--- config.mk ---
export PLATFORM = sky130hd
export DESIGN_NAME = alu_share_arbiter
export DESIGN_NICKNAME = d
export VERILOG_FILES = /design/src/rtl/alu_pkg.sv /design/src/rtl/alu_rr_grant.sv /design/src/rtl/alu_share_arbiter.sv
export SDC_FILE = /design/constraint.sdc
export NUM_CORES = 1
export LEC_CHECK = 0
export CELL_PAD_IN_SITES_DETAIL_PLACEMENT = 1
export CELL_PAD_IN_SITES_GLOBAL_PLACEMENT = 2
export CORE_MARGIN = 2
export CORE_UTILIZATION = 19
export CTS_CLUSTER_SIZE = 8
export DETAILED_ROUTE_END_ITERATION = 12
export HOLD_SLACK_MARGIN = 0.05
export PLACE_DENSITY = 0.86
export RECOVER_POWER = 100
export SLEW_MARGIN = 20
export SYNTH_ARGS = -nofsm -noshare
export SYNTH_HDL_FRONTEND = slang
export SYNTH_HIERARCHICAL = 1
export SYNTH_SLANG_ARGS = --single-unit
export TNS_END_PERCENT = 100
--- constraint.sdc ---
create_clock -name CLK -period 3 [get_ports CLK]
set_input_delay 0.45 -clock CLK [delete_from_list [all_inputs] [get_ports CLK]]
set_output_delay 0.45 -clock CLK [all_outputs]
set_load 0.03 [all_outputs]
--- src/rtl/alu_pkg.sv ---
// Shared constants and FSM encoding for blocks that front the registered 16-bit ALU.
package alu_pkg;

    localparam int ALU_DW    = 16;
    localparam int ALU_RW    = 32;
    localparam int ALU_FW    = 4;
    localparam int ALU_FLAGW = 4;

    typedef enum logic [1:0] {
        IDLE = 2'd0,
        WAIT = 2'd1,
        RESP = 2'd2
    } arb_state_t;

endpackage

--- src/rtl/alu_rr_grant.sv ---
// Combinational rotating-priority encoder: the first set req bit at or after ptr
// (wrapping mod N) wins.
module alu_rr_grant #(
    parameter int N = 4,
    parameter int W = 2
) (
    input  logic [N-1:0] req,
    input  logic [W-1:0] ptr,
    output logic [N-1:0] grant,
    output logic [W-1:0] grant_idx,
    output logic         any_grant
);

    always_comb begin
        logic [W-1:0] idx;
        grant     = '0;
        grant_idx = '0;
        any_grant = 1'b0;
        idx       = '0;
        for (int k = 0; k < N; k++) begin
            idx = W'((int'(ptr) + k) % N);
            if (!any_grant && req[idx]) begin
                grant[idx] = 1'b1;
                grant_idx  = idx;
                any_grant  = 1'b1;
            end
        end
    end

endmodule

--- src/rtl/alu_share_arbiter.sv ---
// Round-robin sharing of one registered ALU among NREQ requesters, with a
// valid/ready request port per requester and one valid/ready response port.
module alu_share_arbiter
    import alu_pkg::*;
#(
    parameter int NREQ    = 4,
    parameter int IDW     = 2,
    parameter int ALU_LAT = 1
) (
    input  logic                   CLK,
    input  logic                   RST,
    input  logic [NREQ-1:0]        req_valid,
    input  logic [ALU_DW*NREQ-1:0] req_a,
    input  logic [ALU_DW*NREQ-1:0] req_b,
    input  logic [ALU_FW*NREQ-1:0] req_fun,
    output logic [NREQ-1:0]        req_ready,
    output logic [ALU_DW-1:0]      alu_a,
    output logic [ALU_DW-1:0]      alu_b,
    output logic [ALU_FW-1:0]      alu_fun,
    input  logic [ALU_RW-1:0]      alu_out,
    input  logic [ALU_FLAGW-1:0]   alu_flags,
    output logic                   resp_valid,
    input  logic                   resp_ready,
    output logic [IDW-1:0]         resp_id,
    output logic [ALU_RW-1:0]      resp_data,
    output logic [ALU_FLAGW-1:0]   resp_flags,
    output logic                   busy,
    output arb_state_t             state_dbg
);

    // Handshake rule on both ports: a transfer happens on a rising CLK edge where
    // valid and ready are both high; the sender holds valid and payload until then.

    localparam int PW = $clog2(NREQ);
    localparam int CW = $clog2(ALU_LAT + 1);

    arb_state_t        state;
    arb_state_t        state_nxt;
    logic [PW-1:0]     ptr;
    logic [PW-1:0]     ptr_nxt;
    logic [CW-1:0]     cnt;
    logic [NREQ-1:0]   grant;
    logic [PW-1:0]     grant_idx;
    logic              any_grant;
    logic              accept;
    logic [ALU_DW-1:0] sel_a;
    logic [ALU_DW-1:0] sel_b;
    logic [ALU_FW-1:0] sel_fun;

    alu_rr_grant #(
        .N (NREQ),
        .W (PW)
    ) u_grant (
        .req       (req_valid),
        .ptr       (ptr),
        .grant     (grant),
        .grant_idx (grant_idx),
        .any_grant (any_grant)
    );

    // Only the granted slice reaches the ALU input registers.
    always_comb begin
        sel_a   = '0;
        sel_b   = '0;
        sel_fun = '0;
        for (int i = 0; i < NREQ; i++) begin
            if (grant[i]) begin
                sel_a   = req_a[i*ALU_DW +: ALU_DW];
                sel_b   = req_b[i*ALU_DW +: ALU_DW];
                sel_fun = req_fun[i*ALU_FW +: ALU_FW];
            end
        end
    end

    assign ptr_nxt = (grant_idx == PW'(NREQ - 1)) ? '0 : grant_idx + PW'(1);

    always_comb begin
        state_nxt = state;
        req_ready = '0;
        accept    = 1'b0;
        case (state)
            IDLE: begin
                // Gated by RST so no grant is visible while reset is held.
                if (!RST) begin
                    req_ready = grant;
                end
                accept = any_grant;
                if (any_grant) begin
                    state_nxt = WAIT;
                end
            end
            WAIT: begin
                if (cnt == '0) begin
                    state_nxt = RESP;
                end
            end
            RESP: begin
                if (resp_ready) begin
                    state_nxt = IDLE;
                end
            end
            default: state_nxt = IDLE;
        endcase
    end

    always_ff @(posedge CLK or posedge RST) begin
        if (RST) begin
            state      <= IDLE;
            ptr        <= '0;
            cnt        <= '0;
            alu_a      <= '0;
            alu_b      <= '0;
            alu_fun    <= '0;
            resp_id    <= '0;
            resp_data  <= '0;
            resp_flags <= '0;
        end else begin
            state <= state_nxt;
            if (accept) begin
                alu_a   <= sel_a;
                alu_b   <= sel_b;
                alu_fun <= sel_fun;
                resp_id <= IDW'(grant_idx);
                ptr     <= ptr_nxt;
                cnt     <= CW'(ALU_LAT);
            end
            // cnt reaches zero exactly when the ALU result for the held inputs is out.
            if (state == WAIT) begin
                if (cnt == '0) begin
                    resp_data  <= alu_out;
                    resp_flags <= alu_flags;
                end else begin
                    cnt <= cnt - CW'(1);
                end
            end
        end
    end

    assign resp_valid = (state == RESP);
    assign busy       = (state != IDLE);
    assign state_dbg  = state;

endmodule

==> run_results.csv <==
group,metric,value,unit
final_layout,regArea,1980,um^2
global_routing,grt_overflow_total,0,
placed_design,post-place-ws,-0.243,ns
floorplan,die_area,25900,um^2
pwr,combPwrFrac,69.7,%
synth,netlist_area,4670,um^2
worst_setup_path,reg2regPathDepth,12,
clocking,cts.sinks,79,
worst_setup_path,startpoint,"ptr[1]$_DFFE_PP0P_",
worst_setup_path,critPathCapture,"req_ready[1]",
final_layout,utilization,34.0,%
final_layout,drive_gt1_share,10.4,%
floorplan,num_io_pins,269,
floorplan,rows,57,
route,drt-wirelength-per-cell,17.8,um
sta,whs,0.481,ns
global_routing,grt_pass1_wl,29100,um
run_status,status,"finished, final reports clean",
synth,syn_inst,475,
global_routing,grt_pass1_vias,5108,
clocking,cts_tree,"built",
route,drc_errors,0,
worst_setup_path,critPathBufInv,4,
sta,fin_ws,0.0970,ns
sta,final-setup-viol-count,0,
route,vias_per_cell,4.42,
worst_setup_path,crit_cells,10,
synth,synth_seq_cells,79,
synth,synthArstFlopShare,100,%
worst_setup_path,cp_common_cell,"buf_4",
worst_setup_path,path_max_fanout,4,
final_layout,nFillCells,2762,
pwr,leakagePower,3.28,nW
placed_design,io_buffer_count,268,
clocking,cts_max_path_buffers,2,
min_path,hold_path_class,"flop to flop",
floorplan,die_w,161,um
clocking,cts-root-buf,"clkbuf_16",
synth,ys_warn_count,6,
global_routing,antenna_found_initial,0,
job,drv_cap,0,
worst_setup_path,critPathArrivalTime,2.45,ns
pwr,ir_drop,0.000630,V
route,vias,4759,
clocking,htreeDepth,3,
worst_setup_path,path_cells,"inv_2 > ha_4 > mux4_2 > nor4b_4 > buf_4 > a22oi_2 > o21ai_4 > buf_4 > and2_4 > buf_6",
clocking,clkTransAtPathRegs,0.07,ns
route,dr.pass1.iters,4,
sta,maxSlewHeadroom,8.84,%
pwr,switchingPower,4.84,mW
final_layout,multi_input_area,2330,um^2
route,wl,19100,um
global_routing,grtUsageTotal,14.6,%
final_layout,insertedDiodeCount,0,
pwr,power.total,10.5,mW
sta,finClkSkew,0.00983,ns
pwr,seqPwrFrac,18.8,%
worst_setup_path,path_delay_family,"buffers and inverters",
worst_setup_path,r2r_slack,0.16,ns
sta,worst_pin_slew,1.36,ns
synth,synth-edff-count,0,
floorplan,start_util,19.3,%
worst_setup_path,startpoint_type,"flop",
synth,syn_avg_cell_area,9.83,um^2
floorplan,core,24200,um^2
final_layout,synthToLayoutAreaGrowth,76.5,%
placed_design,hpwlAfterDp,14600,um
synth,synth_flop_cell,"dfrtp_1",
synth,synthTopCellsByArea,"dfrtp_1 (42%), mux2_1 (9.6%), a221o_1 (7.7%), nand3b_1 (5.8%), a31oi_1 (4.8%)",
sta,finalHoldViolations,0,
sta,period_share,96.8,%
worst_setup_path,crit_type,"flop to output pin",
pwr,internal-power,5.63,mW
synth,syn-num-nets,668,
sta,fin_setup_tns,0,ns
clocking,cts_buffers,9,
global_routing,grt_max_degree,71,
clocking,clk_latency,0.34,ns
worst_setup_path,reg2reg_to,"alu_b[6]$_DFFE_PP0P_",
synth,synthTopCellsByCount,"dfrtp_1 (79), nor2_1 (43), inv_1 (42), mux2_1 (40), a21oi_1 (38)",
synth,yosysSeqAreaShare,42.3,%
synth,synth.largest_area_cell,"dfrtp_1",
pwr,power_density,1270,nW/um^2
final_layout,fin_nets,941,
worst_setup_path,cp-end-kind,"output pin",
clocking,hold_buffers,0,
sta,fin_crit,2.90,ns
synth,yosysTopAreaCellShare,42.3,%
route,final_antenna_net_count,0,
pwr,p_sw_share,46.2,%
worst_setup_path,slowest_delay,0.37,ns
sta,slew_viol_final,0,
synth,synth.distinct_cells,34,
floorplan,die_y,161,um
worst_setup_path,cpMaxStageDelayCell,"dfrtp_1",
placed_design,gp_congestion,0.743,
route,dr.first_iter.drc_count,156,
pwr,power.share.clock,11.5,%
worst_setup_path,critical_path_required,2.55,ns
synth,yosysMostFrequentCell,"dfrtp_1",
worst_setup_path,r2r-start,"ptr[1]$_DFFE_PP0P_",
sta,clock.fmax,344,MHz
==> what timing repair did <==
action / CTS / global route
resized for setup: 7 / 10
pin swaps: 1 / 4
buffers inserted: 6 / 7
endpoints found under the setup margin: 4 / 5
==> worst min-delay path by stage <==
stage	startpoint	endpoint	slack [ns]	cells after the start
after floorplan	cnt$_DFF_PP0_	cnt$_DFF_PP0_	0.54	2
after global placement	resp_data[10]$_DFFE_PP0P_	resp_data[10]$_DFFE_PP0P_	0.47	1
after detailed placement	resp_data[2]$_DFFE_PP0P_	resp_data[2]$_DFFE_PP0P_	0.48	1
after CTS	resp_data[2]$_DFFE_PP0P_	resp_data[2]$_DFFE_PP0P_	0.49	1
after global routing	resp_data[30]$_DFFE_PP0P_	resp_data[30]$_DFFE_PP0P_	0.51	1
final	resp_data[2]$_DFFE_PP0P_	resp_data[2]$_DFFE_PP0P_	0.48	1
==> stage by stage <==
stage / cell area [um^2] / instances
floorplan: 4680 / 475
global placement: 7820 / 1048
detailed placement: 7820 / 1048
CTS: 8190 / 1070
global route: 8240 / 1077
finish: 8240 / 1077
==> registers in the layout (all words and copies together), names as in the netlist <==
register and flops:
alu_a 16, state_dbg 2, resp_id 2, resp_flags 4
resp_data 32, cnt 1, alu_fun 4, ptr 2
alu_b 16
==> routing by layer <==
| layer | up-vias | global-route usage [%] | part of all wire (%) |
|---|---|---|---|
| li1 | 2258 | - | - |
| met1 | 2269 | 16.3 | 41 |
| met2 | 215 | 26.1 | 50 |
| met3 | 17 | 4.75 | 8.0 |
| met4 | 0 | 4.75 | 1.8 |
| met5 | - | 0 | 0 |
==> cells by family after synthesis <==
kind of cell,after synthesis,share of synthesized area [%]
flops,79,42.3
buf+inv,85,9.46
mux,48,12.6
compound gates,128,19.3
simple gates,129,14.7
fa+ha+maj,6,1.61
==> cell usage in the layout (no fill, tap or decap), drive strengths merged, types with 3 or more instances in the layout <==
| cell type | netlist | final |
|---|---|---|
| o21ai | 5 | 5 |
| mux4 | 4 | 4 |
| inv | 42 | 42 |
| dlygate4sd3 | 0 | 79 |
| a221o | 36 | 36 |
| buf | 29 | 35 |
| a21oi | 38 | 38 |
| nand2 | 36 | 36 |
| nand3b | 36 | 36 |
| mux2i | 3 | 3 |
| nor2 | 43 | 43 |
| mux2 | 41 | 41 |
| clkbuf | 14 | 17 |
| clkdlybuf4s50 | 0 | 181 |
| dfrtp | 79 | 79 |
| a22oi | 8 | 8 |
| ha | 6 | 6 |
| and2 | 4 | 4 |
| a31oi | 36 | 36 |
==> worst register-to-register path: cells and delay by family, from the launching register on <==
family          cells  cell delay [ns]
simple gates        1             0.30
buf+inv             4             0.63
fa+ha+maj           1             0.29
flops               1             0.37
mux                 1             0.34
compound gates      5             0.83
==> power groups by stage <==
stage	Sequential [mW]	Clock (mW)	Combinational [mW]
6_report	1.97	1.20	7.30
4_1_cts	2.01	1.26	7.46
5_1_grt	2.05	1.29	7.91
3_5_place_dp	2.03	0	7.34
2_1_floorplan	3.02	0	3.63
3_3_place_gp	1.98	0	7.19
==> layout make-up <==
cell class              instances  area share [%]
repair buffers                305            37.1
multi-input cells             311            28.3
flip-flops and latches         79            24.0
well taps                     324            4.92
clock buffers                  11            2.82
inverters                      42            1.93
clock inverters                 5           0.986
No activity file was read; power rests on OpenSTA's default activity.
